**config.mk**
```make
export PLATFORM = sky130hd
export DESIGN_NAME = halfbridge_pwm_scheduler_flat
export DESIGN_NICKNAME = d
export VERILOG_FILES = /design/src/rtl/halfbridge_pwm_scheduler_if.sv /design/src/rtl/halfbridge_pwm_scheduler.sv /design/src/flat_wrapper.sv
export SDC_FILE = /design/constraint.sdc
export NUM_CORES = 1
export LEC_CHECK = 0
export CAP_MARGIN = 20
export CORE_MARGIN = 2
export CORE_UTILIZATION = 55
export DETAILED_ROUTE_END_ITERATION = 10
export GPL_TIMING_DRIVEN = 1
export PLACE_DENSITY = 0.82
export SYNTH_ARGS = -nofsm -noshare
export SYNTH_HDL_FRONTEND = slang
export SYNTH_SLANG_ARGS = --single-unit
```
**constraint.sdc**
```tcl
create_clock -name clock -period 8.8 [get_ports clock]
set_input_delay 1.76 -clock clock [delete_from_list [all_inputs] [get_ports clock]]
set_output_delay 1.76 -clock clock [all_outputs]
set_load 0.1 [all_outputs]
```
**src/rtl/halfbridge_pwm_scheduler_if.sv**
```systemverilog
// Half-bridge PWM scheduler bus: run/fault control and configuration in,
// shared counter, edge tick numbers and status out.
interface halfbridge_pwm_scheduler_if #(
    parameter int bitwidth = 10
);
    logic                enable;
    logic                fault;
    logic                fault_clear;
    logic                update_strobe;
    logic [bitwidth-1:0] period;
    logic [bitwidth-1:0] duty;
    logic [bitwidth-1:0] deadtime;

    logic [bitwidth-1:0] counter_value;
    logic [bitwidth-1:0] tick_number_rising_edge_high;
    logic [bitwidth-1:0] tick_number_falling_edge_high;
    logic [bitwidth-1:0] tick_number_rising_edge_low;
    logic [bitwidth-1:0] tick_number_falling_edge_low;
    logic                pulse_reset;
    logic                period_start;
    logic                update_pending;
    logic                fault_active;

    modport master (
        output enable, fault, fault_clear, update_strobe, period, duty, deadtime,
        input  counter_value, tick_number_rising_edge_high, tick_number_falling_edge_high,
               tick_number_rising_edge_low, tick_number_falling_edge_low,
               pulse_reset, period_start, update_pending, fault_active
    );

    modport slave (
        input  enable, fault, fault_clear, update_strobe, period, duty, deadtime,
        output counter_value, tick_number_rising_edge_high, tick_number_falling_edge_high,
               tick_number_rising_edge_low, tick_number_falling_edge_low,
               pulse_reset, period_start, update_pending, fault_active
    );
endinterface

```
**src/rtl/halfbridge_pwm_scheduler.sv**
```systemverilog
// Half-bridge leg timing controller: shared period counter, double-buffered
// config, dead-time-aware edge ticks, and run/stop/fault sequencing.
module halfbridge_pwm_scheduler #(
    parameter int bitwidth = 10
) (
    input  logic                        clock,
    input  logic                        reset,
    halfbridge_pwm_scheduler_if.slave   bus
);
    localparam int W1 = bitwidth + 1;

    typedef enum logic [1:0] {S_IDLE, S_RUN, S_STOPPING, S_FAULT} state_t;

    typedef struct packed {
        logic [bitwidth-1:0] rise_h;
        logic [bitwidth-1:0] fall_h;
        logic [bitwidth-1:0] rise_l;
        logic [bitwidth-1:0] fall_l;
    } ticks_t;

    // Duty is clamped so both dead bands fit; if they cannot, every edge
    // collapses onto the period end and both sides stay low.
    function automatic ticks_t calc_ticks(input logic [bitwidth-1:0] per,
                                          input logic [bitwidth-1:0] duty,
                                          input logic [bitwidth-1:0] dt);
        ticks_t           t;
        logic [W1-1:0]    per_w, duty_w, dt_w, two_dt, dmax, d;
        per_w  = {1'b0, per};
        duty_w = {1'b0, duty};
        dt_w   = {1'b0, dt};
        two_dt = {dt, 1'b0};
        if (two_dt >= per_w) begin
            t = '{rise_h: per, fall_h: per, rise_l: per, fall_l: per};
        end else begin
            dmax     = per_w - two_dt;
            d        = (duty_w < dmax) ? duty_w : dmax;
            t.rise_h = dt;
            t.fall_h = bitwidth'(dt_w + d);
            t.rise_l = bitwidth'(dt_w + d + dt_w);
            t.fall_l = per;
        end
        return t;
    endfunction

    state_t              state_q, state_d;
    logic [bitwidth-1:0] cnt_q, cnt_d;
    logic [bitwidth-1:0] pend_per_q, pend_per_d, pend_duty_q, pend_duty_d, pend_dt_q, pend_dt_d;
    logic [bitwidth-1:0] act_per_q, act_per_d, act_duty_q, act_duty_d, act_dt_q, act_dt_d;
    logic                upd_pend_q, upd_pend_d;
    ticks_t              ticks_q, ticks_d;
    logic                pulse_reset_q, pulse_reset_d;
    logic                period_start_q, period_start_d;
    logic                fault_active_q, fault_active_d;

    logic running, running_next, at_end, apply;

    assign running      = (state_q == S_RUN) || (state_q == S_STOPPING);
    assign running_next = (state_d == S_RUN) || (state_d == S_STOPPING);
    assign at_end       = running && (cnt_q >= act_per_q);
    assign apply        = upd_pend_q && ((state_q == S_IDLE) || at_end);

    always_ff @(posedge clock or negedge reset) begin
        if (!reset) state_q <= S_IDLE;
        else        state_q <= state_d;
    end

    always_comb begin
        state_d = state_q;
        case (state_q)
            S_IDLE:     if (bus.enable) state_d = S_RUN;
            S_RUN:      if (!bus.enable) state_d = S_STOPPING;
            S_STOPPING: if (bus.enable) state_d = S_RUN;
                        else if (at_end) state_d = S_IDLE;
            S_FAULT:    if (bus.fault_clear) state_d = S_IDLE;
            default:    state_d = S_IDLE;
        endcase
        if (bus.fault) state_d = S_FAULT;
    end

    always_comb begin
        cnt_d = '0;
        if (running_next && running && !at_end) cnt_d = cnt_q + 1'b1;
        pulse_reset_d  = !running_next;
        period_start_d = running_next && (cnt_d == '0);
        fault_active_d = (state_d == S_FAULT);

        pend_per_d  = bus.update_strobe ? bus.period   : pend_per_q;
        pend_duty_d = bus.update_strobe ? bus.duty     : pend_duty_q;
        pend_dt_d   = bus.update_strobe ? bus.deadtime : pend_dt_q;
        act_per_d   = apply ? pend_per_q  : act_per_q;
        act_duty_d  = apply ? pend_duty_q : act_duty_q;
        act_dt_d    = apply ? pend_dt_q   : act_dt_q;
        // A strobe landing on the apply cycle stays pending for the next boundary.
        upd_pend_d  = bus.update_strobe ? 1'b1 : (apply ? 1'b0 : upd_pend_q);

        ticks_d = calc_ticks(act_per_d, act_duty_d, act_dt_d);
    end

    always_ff @(posedge clock or negedge reset) begin
        if (!reset) begin
            cnt_q          <= '0;
            pend_per_q     <= '0;
            pend_duty_q    <= '0;
            pend_dt_q      <= '0;
            act_per_q      <= '0;
            act_duty_q     <= '0;
            act_dt_q       <= '0;
            upd_pend_q     <= 1'b0;
            ticks_q        <= '0;
            pulse_reset_q  <= 1'b1;
            period_start_q <= 1'b0;
            fault_active_q <= 1'b0;
        end else begin
            cnt_q          <= cnt_d;
            pend_per_q     <= pend_per_d;
            pend_duty_q    <= pend_duty_d;
            pend_dt_q      <= pend_dt_d;
            act_per_q      <= act_per_d;
            act_duty_q     <= act_duty_d;
            act_dt_q       <= act_dt_d;
            upd_pend_q     <= upd_pend_d;
            ticks_q        <= ticks_d;
            pulse_reset_q  <= pulse_reset_d;
            period_start_q <= period_start_d;
            fault_active_q <= fault_active_d;
        end
    end

    assign bus.counter_value                 = cnt_q;
    assign bus.tick_number_rising_edge_high  = ticks_q.rise_h;
    assign bus.tick_number_falling_edge_high = ticks_q.fall_h;
    assign bus.tick_number_rising_edge_low   = ticks_q.rise_l;
    assign bus.tick_number_falling_edge_low  = ticks_q.fall_l;
    assign bus.pulse_reset                   = pulse_reset_q;
    assign bus.period_start                  = period_start_q;
    assign bus.update_pending                = upd_pend_q;
    assign bus.fault_active                  = fault_active_q;
endmodule

```
**src/flat_wrapper.sv**
```systemverilog
// flat-port wrapper written by rule: the top's interface ports become plain ports
module halfbridge_pwm_scheduler_flat 
#(
    parameter int bitwidth = 10
)
  (clock, reset, bus_enable, bus_fault, bus_fault_clear, bus_update_strobe, bus_period, bus_duty, bus_deadtime, bus_counter_value, bus_tick_number_rising_edge_high, bus_tick_number_falling_edge_high, bus_tick_number_rising_edge_low, bus_tick_number_falling_edge_low, bus_pulse_reset, bus_period_start, bus_update_pending, bus_fault_active);
  halfbridge_pwm_scheduler_if #(.bitwidth(bitwidth)) bus_i ();
  input  logic clock;
  input  logic reset;
  input wire logic [$bits(bus_i.enable)-1:0] bus_enable;
  input wire logic [$bits(bus_i.fault)-1:0] bus_fault;
  input wire logic [$bits(bus_i.fault_clear)-1:0] bus_fault_clear;
  input wire logic [$bits(bus_i.update_strobe)-1:0] bus_update_strobe;
  input wire logic [$bits(bus_i.period)-1:0] bus_period;
  input wire logic [$bits(bus_i.duty)-1:0] bus_duty;
  input wire logic [$bits(bus_i.deadtime)-1:0] bus_deadtime;
  output wire logic [$bits(bus_i.counter_value)-1:0] bus_counter_value;
  output wire logic [$bits(bus_i.tick_number_rising_edge_high)-1:0] bus_tick_number_rising_edge_high;
  output wire logic [$bits(bus_i.tick_number_falling_edge_high)-1:0] bus_tick_number_falling_edge_high;
  output wire logic [$bits(bus_i.tick_number_rising_edge_low)-1:0] bus_tick_number_rising_edge_low;
  output wire logic [$bits(bus_i.tick_number_falling_edge_low)-1:0] bus_tick_number_falling_edge_low;
  output wire logic [$bits(bus_i.pulse_reset)-1:0] bus_pulse_reset;
  output wire logic [$bits(bus_i.period_start)-1:0] bus_period_start;
  output wire logic [$bits(bus_i.update_pending)-1:0] bus_update_pending;
  output wire logic [$bits(bus_i.fault_active)-1:0] bus_fault_active;
  assign bus_i.enable = bus_enable;
  assign bus_i.fault = bus_fault;
  assign bus_i.fault_clear = bus_fault_clear;
  assign bus_i.update_strobe = bus_update_strobe;
  assign bus_i.period = bus_period;
  assign bus_i.duty = bus_duty;
  assign bus_i.deadtime = bus_deadtime;
  assign bus_counter_value = bus_i.counter_value;
  assign bus_tick_number_rising_edge_high = bus_i.tick_number_rising_edge_high;
  assign bus_tick_number_falling_edge_high = bus_i.tick_number_falling_edge_high;
  assign bus_tick_number_rising_edge_low = bus_i.tick_number_rising_edge_low;
  assign bus_tick_number_falling_edge_low = bus_i.tick_number_falling_edge_low;
  assign bus_pulse_reset = bus_i.pulse_reset;
  assign bus_period_start = bus_i.period_start;
  assign bus_update_pending = bus_i.update_pending;
  assign bus_fault_active = bus_i.fault_active;
  halfbridge_pwm_scheduler #(.bitwidth(bitwidth)) u_core (.clock(clock), .reset(reset), .bus(bus_i));
endmodule
```
## After elaboration in Yosys (flattened, before gate mapping)

Index checks and enable logic that the tools add are counted.

| storage, ports and cells | value |
|---|---|
| register bits | 116 |
| input port bits | 36 |
| output and inout port bits | 54 |

| operators by class | value |
|---|---|
| equality and inequality tests | 6 |
| magnitude comparators | 3 |
| add/subtract/negate cells | 4 |
| reduce and logical (&&, ||, !) cells | 13 |
| mux-type cells | 15 |

Operators with widths:

| operator | count |
|---|---|
| 2-to-1 mux 10 bit | 5 |
| 2-to-1 mux 40 bit | 1 |
| adder 10 bit | 2 |
| 2-to-1 mux 2 bit | 6 |
| greater-or-equal comparator 11 x 10 -> 1 bit | 1 |
| < comparator 10 x 11 -> 1 bit | 1 |
| subtractor 10 x 11 -> 11 bit | 1 |
| adder 10 x 1 -> 10 bit (second input constant) | 1 |
| greater-or-equal comparator 10 bit | 1 |
| logical NOT 10 bit | 1 |
| == test 2 bit (second input constant) | 4 |
| case mux 2 bit (4 select lines) | 1 |
| logical AND 1 bit | 5 |
| == test 2 x 1 -> 1 bit (second input constant) | 2 |
| logical OR 1 bit | 3 |
| logical NOT 1 bit | 2 |
| logical NOT 2 bit | 1 |
| 2-to-1 mux 1 bit | 2 |
| nonzero test 2 bit | 1 |

## Depth between registers and ports, before layout

Gate-level depths: netlist of run 1.

| depth | value |
|---|---|
| depth after elaboration | 14 |
| gate-level depth with buffers | 39 |
| gate-level depth less buffers | 38 |

## Least setup slack after synthesis of run 1

OpenSTA, ideal clock, no wires.

| timing path | value |
|---|---|
| path kind | flip-flop to flip-flop |
| start | register u_core.cnt_q[3] (netlist: u_core.bus.counter_value[3]) |
| end | register u_core.ticks_q, in the netlist u_core.bus.tick_number_rising_edge_low[9] |
| clock period less this slack | 8.230 ns |
| stages on the path, launching flop included | 37 |
| data required time | 8.664 ns |
| setup slack | 0.570 ns |
| arrival | 8.094 ns |
| cells stage by stage | dfrtp_1 -> ha_1 -> a211o_1 -> a21oi_2 -> o21ai_2 -> a21oi_2 -> buf_2 -> buf_2 -> mux2i_1 -> fa_1 -> a21o_1 -> a21oi_1 -> o21ai_1 -> o41ai_2 -> xor2_1 -> ha_1 -> nand2_1 -> nor3_1 -> nand3_1 -> a311oi_1 -> o22ai_2 -> mux2i_1 -> ha_1 -> fa_1 -> a21o_1 -> a21oi_1 -> o21bai_1 -> a21oi_1 -> o21bai_1 -> a21oi_1 -> xnor2_1 -> ha_1 -> nand2_1 -> o41ai_1 -> xnor2_1 -> xnor2_1 -> mux2i_1 |

RTL lines:

| element | line | RTL |
|---|---|---|
| start, declared | halfbridge_pwm_scheduler.sv:46 | `logic [bitwidth-1:0] cnt_q, cnt_d;` |
| start signal, assigned | halfbridge_pwm_scheduler.sv:114 | `cnt_q <= cnt_d;` |
| end signal, assigned | halfbridge_pwm_scheduler.sv:122 | `ticks_q <= ticks_d;` |
| end, declared | halfbridge_pwm_scheduler.sv:50 | `ticks_t ticks_q, ticks_d;` |

==> reports/metrics.cfg, run 1 <==
[hold_path]
min_path_type = flop to flop
hold-path-cell-count = 1
min-delay-start = u_core.pend_dt_q[4]$_DFFE_PN0P_
hold_end = u_core.pend_dt_q[4]$_DFFE_PN0P_

[run_status]
status = finished clean

[timing]
period_needed_ns = 8.25
worst_pin_slew_ns = 1.01
finalHoldViolCount = 0
finalMaxSlewViolations = 0
period_share_pct = 93.7
max_slew_margin_pct = 32.6
clock_skew_ns = 0.00911
final-setup-viol-count = 0
grt_setup_unrepaired = false
hold_slack_ns = 0.513
setup_tns_ns = 0
timing.fmax_mhz = 121

[placement]
place_hpwl_microns = 9890
port_buffers = 89
place_congestion = 0.915

[cts]
clk_pin_slew_worst_paths_ns = 0.09
cts_sinks = 106
insertion_delay_ns = 0.36
post_cts_buffers = 0
ctsHoldBuffers = 0
cts_htree_levels = 3
tritoncts = done
ctsResizeCount = 0
numCtsBuffers = 9
cts_max_path_buffers = 2
root_buffer = clkbuf_8

[yosys]
synthTopCellsByArea = dfrtp_1 (45%), ha_1 (11%), mux2_2 (7.3%)
synth_cells = 528
synth_seq_cells = 106
synth_top_area_share_pct = 44.7
synth_ff_type = dfrtp_1
ys_types = 51
synth_top_area_cell = dfrtp_1
yosysWarnings = 0
ys_async_sr_fraction_pct = 100
synth_area_sq_um = 5880
synth_edf_count = 0
synth.most_common_cell = dfrtp_1
synth_top_cells_by_count = dfrtp_1 (105), ha_1 (54), inv_1 (53), mux2i_1 (42), mux2_2 (38)
syn_area_per_cell_sq_um = 11.1
syn-num-nets = 621
ys_seq_area_share_pct = 45.1

[setup_path]
end_kind = flop
required_ns = 9.02
path_max_fanout = 8
cpPeakStageDelay_ns = 0.48
reg2reg_depth = 35
crit_slowest_cell = dfrtp_1
path_class = flop to flop
critical_path_arrival_ns = 8.46
r2r_setup_slack_ns = 0.55
rr_startpoint = u_core.bus.counter_value[3]$_DFF_PN0_
crit_path_start_kind = flop
reg2reg_to = u_core.bus.tick_number_rising_edge_low[9]$_DFF_PN0_

[global_route]
grt_pass1_wl_microns = 20900
grt_max_degree = 55
gr-total-overflow = 0
grt.total_usage_pct = 23.0
grt_pass1_vias = 4471
antenna_found_initial = 0

[route]
drtIter0Drc = 204
routed_via_density = 5.56
vias = 4229
ant_nets = 0
routedWlPerCell_microns = 16.5
drc = 0
drt_wl_total_microns = 12500
drt_pass1_iterations = 4

[floorplanning]
initial_core_util_pct = 56.7
dieArea_sq_um = 11500
die_h_microns = 107
rows = 37
ios = 90
coreArea_sq_um = 10400
die_w_microns = 107

[finish]
drive_gt1_share_pct = 11.9
areaGrowthSynthToFinish_pct = 21.3
diodes = 0
layout.nets = 713

[run]
maxCapViolations = 0

-- registers in the layout, indices dropped and copies added (netlist names) --
| signal | count |
|---|---|
| u_core.pend_dt_q | 10 |
| u_core.bus.pulse_reset | 1 |
| u_core.bus.counter_value | 10 |
| u_core.bus.tick_number_rising_edge_high | 10 |
| u_core.state_q | 2 |
| u_core.bus.fault_active | 1 |
| u_core.act_per_q | 10 |
| u_core.pend_duty_q | 10 |
| u_core.act_duty_q | 10 |
| u_core.bus.tick_number_rising_edge_low | 10 |
| u_core.bus.period_start | 1 |
| u_core.pend_per_q | 10 |
| u_core.act_dt_q | 10 |
| u_core.bus.update_pending | 1 |
| u_core.bus.tick_number_falling_edge_high | 10 |
-- layout by cell type, fill, tap and decap left out, types with 3 or more instances in the layout --
cell and n:
mux2_1 5, nand4_1 4, nand2_1 20, a21oi_2 3, clkdlybuf4s50_1 88, xor2_1 15, nor3_1 8, dfrtp_1 105
nand3_1 9, nor2_1 35, buf_4 5, clkinvlp_4 3, nor2b_1 5, a21o_1 10, xnor2_1 17, o21a_1 3
inv_1 53, mux2_2 38, fa_1 3, clkbuf_8 10, and2_1 5, o21ai_0 13, ha_1 54, a21oi_1 31
nand2b_1 5, mux2i_1 39, mux2i_2 3
-- layer usage --
metal | share of wire [%] | wire length (microns) | track usage, %
met5 | 0 | 0 | 0
met4 | 1.6 | 198 | 7.23
met3 | 3.6 | 451 | 2.91
met2 | 51 | 6410 | 40.1
met1 | 44 | 5480 | 29.9
-- worst max-delay path by stage --
stage | startpoint | to | slack, ns
global placement | u_core.bus.counter_value[7]$_DFF_PN0_ | u_core.bus.tick_number_rising_edge_low[9]$_DFF_PN0_ | 0.81
CTS | u_core.bus.counter_value[7]$_DFF_PN0_ | u_core.bus.tick_number_rising_edge_low[9]$_DFF_PN0_ | 0.16
global route | u_core.bus.counter_value[3]$_DFF_PN0_ | u_core.bus.tick_number_rising_edge_low[9]$_DFF_PN0_ | 0.03
detailed placement | u_core.bus.counter_value[7]$_DFF_PN0_ | u_core.bus.tick_number_rising_edge_low[9]$_DFF_PN0_ | 0.26
floorplan | u_core.bus.counter_value[3]$_DFF_PN0_ | u_core.bus.tick_number_rising_edge_low[9]$_DFF_PN0_ | 0.57
finish | u_core.bus.counter_value[3]$_DFF_PN0_ | u_core.bus.tick_number_rising_edge_low[9]$_DFF_PN0_ | 0.55
-- worst max-delay path: cells and delay by family, from the launching register on --
kind,cells,cell delay (ns)
buf+inv,1,0.19
fa+ha+maj,6,2.19
compound gates,17,3.40
simple gates,4,0.55
mux,3,0.71
flops,1,0.48
xor+xnor,4,0.60
-- metrics by stage --
stage / cell area, sq um / cells / setup slack, ns / util, %
6_report: 7130 / 760 / 0.552 / 68.8
5_1_grt: 7130 / 760 / 0.0330 / 68.8
4_1_cts: 7090 / 760 / 0.157 / 68.4
3_5_place_dp: 6900 / 745 / 0.265 / 66.5
3_3_place_gp: 6900 / 745 / 0.810 / 66.5
2_1_floorplan: 5880 / 528 / 0.570 / -
-- logic make-up (layout without fill, tap and decap cells) --
| group | Yosys count | count (layout) | synth area share [%] |
|---|---|---|---|
| simple gates | 96 | 96 | 7.60 |
| compound gates | 85 | 85 | 9.64 |
| mux | 86 | 86 | 15.6 |
| xor+xnor | 32 | 32 | 4.77 |
| fa+ha+maj | 57 | 57 | 12.5 |
| buf+inv | 66 | 162 | 4.72 |
| flops | 106 | 106 | 45.1 |
-- cell type report --
type / instances / area [sq um]
fillers: 755 / 3240
multi-input cells: 356 / 2980
flip-flops and latches: 106 / 2650
repair buffers: 94 / 930
inverters: 53 / 199
well taps: 136 / 170
clock buffers: 11 / 141
clock inverters: 4 / 52.6
Power of run 1 is not shown: default switching activity piles up to over one toggle a cycle in this logic, so the estimate is an artifact.
==> run 2, diff against run 1 <==
Settings changed: MAX_ROUTING_LAYER set to met4.
==> reports/metrics.cfg, run 2 (synthesis gave the netlist of run 1 again) <==
[cts]
post_cts_buffers = 0  ; unchanged
cts_sinks = 106  ; unchanged
root_buffer = clkbuf_8  ; unchanged
cts_max_path_buffers = 2  ; unchanged
insertion_delay_ns = 0.36  ; about the same
cts_htree_levels = 3  ; unchanged
ctsHoldBuffers = 0  ; unchanged
clk_pin_slew_worst_paths_ns = 0.10  ; was 0.09 ns
tritoncts = done  ; unchanged
numCtsBuffers = 9  ; unchanged

[setup_path]
rr_startpoint = u_core.bus.counter_value[7]$_DFF_PN0_  ; was u_core.bus.counter_value[3]$_DFF_PN0_
end_kind = flop  ; unchanged
crit_slowest_cell = dfrtp_1  ; unchanged
critical_path_arrival_ns = 8.40  ; was 8.46 ns
reg2reg_to = u_core.bus.tick_number_rising_edge_low[9]$_DFF_PN0_  ; unchanged
path_max_fanout = 12  ; was 8
required_ns = 9.03  ; was 9.02 ns
cpPeakStageDelay_ns = 0.46  ; was 0.48 ns
crit_path_frequent_cell = a21oi_1
crit_path_start_kind = flop  ; unchanged
path_class = flop to flop  ; unchanged
reg2reg_depth = 36  ; was 35
r2r_setup_slack_ns = 0.63  ; was 0.55 ns

[timing]
grt_setup_unrepaired = false  ; unchanged
hold_slack_ns = 0.510  ; was 0.513 ns
max_slew_margin_pct = 32.8  ; was 32.6%
clock_skew_ns = 0.0126  ; was 0.00911 ns
finalHoldViolCount = 0  ; unchanged
setup_tns_ns = 0  ; unchanged
worst_pin_slew_ns = 1.00  ; was 1.01 ns
final-setup-viol-count = 0  ; unchanged
timing.fmax_mhz = 122  ; was 121 MHz
finalMaxSlewViolations = 0  ; unchanged
period_share_pct = 92.9  ; was 93.7%
period_needed_ns = 8.17  ; was 8.25 ns

[floorplanning]
initial_core_util_pct = 56.7  ; unchanged
dieArea_sq_um = 11500  ; unchanged
die_w_microns = 107  ; unchanged
coreArea_sq_um = 10400  ; unchanged
ios = 90  ; unchanged
rows = 37  ; unchanged
die_h_microns = 107  ; unchanged

[global_route]
grt_pass1_wl_microns = 20900  ; about the same
gr-total-overflow = 0  ; unchanged
grt.total_usage_pct = 24.1  ; was 23.0%
grt_pass1_vias = 4322  ; was 4471
antenna_found_initial = 0  ; unchanged
grt_max_degree = 55  ; unchanged

[hold_path]
hold_end = u_core.pend_duty_q[4]$_DFFE_PN0P_  ; was u_core.pend_dt_q[4]$_DFFE_PN0P_
min-delay-start = u_core.pend_duty_q[4]$_DFFE_PN0P_  ; was u_core.pend_dt_q[4]$_DFFE_PN0P_
hold-path-cell-count = 1  ; unchanged
min_path_type = flop to flop  ; unchanged

[placement]
place_hpwl_microns = 9930  ; was 9890 microns
port_buffers = 89  ; unchanged
place_congestion = 0.917  ; was 0.915
dp.cells = 745  ; unchanged
placedInstanceArea_sq_um = 6900  ; unchanged

[route]
drc = 0  ; unchanged
ant_nets = 0  ; unchanged
drtIter0Drc = 173  ; was 204
routed_via_density = 5.43  ; was 5.56
routedWlPerCell_microns = 16.7  ; was 16.5 microns
drt_pass1_iterations = 4  ; unchanged
drt_wl_total_microns = 12700  ; was 12500 microns
vias = 4134  ; was 4229

[finish]
fin_cells = 761  ; was 760
layout_common_cells = dfrtp_1 (105), clkdlybuf4s50_1 (88), ha_1 (54), inv_1 (53), mux2i_1 (40)  ; was dfrtp_1 (105), clkdlybuf4s50_1 (88), ha_1 (54), inv_1 (53), mux2i_1 (39)
diodes = 0  ; unchanged
drive_gt1_share_pct = 12.0  ; was 11.9%
stdcell_area_sq_um = 7130  ; about the same
areaGrowthSynthToFinish_pct = 21.2  ; was 21.3%
fillerInstances = 813  ; was 755
final_common_cell = dfrtp_1  ; unchanged
layout.nets = 713  ; unchanged

[run]
maxCapViolations = 0  ; unchanged

[run_status]
status = finished clean  ; unchanged

-- run 2: what timing repair did --
item                                    in CTS  in global routing
gates resized for setup                      0                  8
endpoints found under the setup margin       0                  3
hold endpoints to repair                     0                  0
-- run 2: critical path: cells and delay by family, from the launching register on --
kind / cells / cell delay, ns
adder cells (fa/ha/maj): 7 / 2.24
XOR/XNOR: 4 / 0.73
multiplexers: 3 / 0.65
flip-flops: 1 / 0.46
buffers and inverters: 1 / 0.05
AO/OA/AOI/OAI: 18 / 3.48
AND/OR/NAND/NOR: 3 / 0.41
-- run 2: per-stage QoR --
| step | setup slack [ns] | utilization [%] |
|---|---|---|
| after floorplan | 0.570 | - |
| after global placement | 0.820 | 66.5 |
| after detailed placement | 0.426 | 66.5 |
| after CTS | 0.235 | 68.3 |
| after global routing | 0.0352 | 68.7 |
| final | 0.625 | 68.7 |
-- run 2: worst max path at each step --
stage                                          start  cells past startpoint  slack, ns                                                  end
3_3_place_gp   u_core.bus.counter_value[7]$_DFF_PN0_                     36       0.82  u_core.bus.tick_number_rising_edge_low[9]$_DFF_PN0_
4_1_cts        u_core.bus.counter_value[7]$_DFF_PN0_                     36       0.24  u_core.bus.tick_number_rising_edge_low[9]$_DFF_PN0_
2_1_floorplan  u_core.bus.counter_value[3]$_DFF_PN0_                     36       0.57  u_core.bus.tick_number_rising_edge_low[9]$_DFF_PN0_
5_1_grt                u_core.act_per_q[3]$_DFF_PN0_                     37       0.04  u_core.bus.tick_number_rising_edge_low[9]$_DFF_PN0_
6_report       u_core.bus.counter_value[7]$_DFF_PN0_                     36       0.63  u_core.bus.tick_number_rising_edge_low[9]$_DFF_PN0_
3_5_place_dp   u_core.bus.counter_value[7]$_DFF_PN0_                     36       0.43  u_core.bus.tick_number_rising_edge_low[9]$_DFF_PN0_
-- run 2: area by class of cell --
cell class / instances / area (sq um) / area share (%)
Clock buffer: 12 / 155 / 2.18
Sequential cell: 106 / 2650 / 37.2
Tap cell: 136 / 170 / 2.39
Multi-Input combinational cell: 356 / 2990 / 41.9
Timing Repair Buffer: 94 / 930 / 13.0
Inverter: 53 / 199 / 2.79
Clock inverter: 4 / 35.0 / 0.491
-- run 2: layer usage --
metal  up-vias  wire [microns]  track usage (%)
met1      2038            5670             30.2
li1       2008               -                -
met2        76            6490             41.0
met4         0             131             5.77
met5         -               0                -
met3        12             454             4.12
Power of run 2 is left out for the same reason.
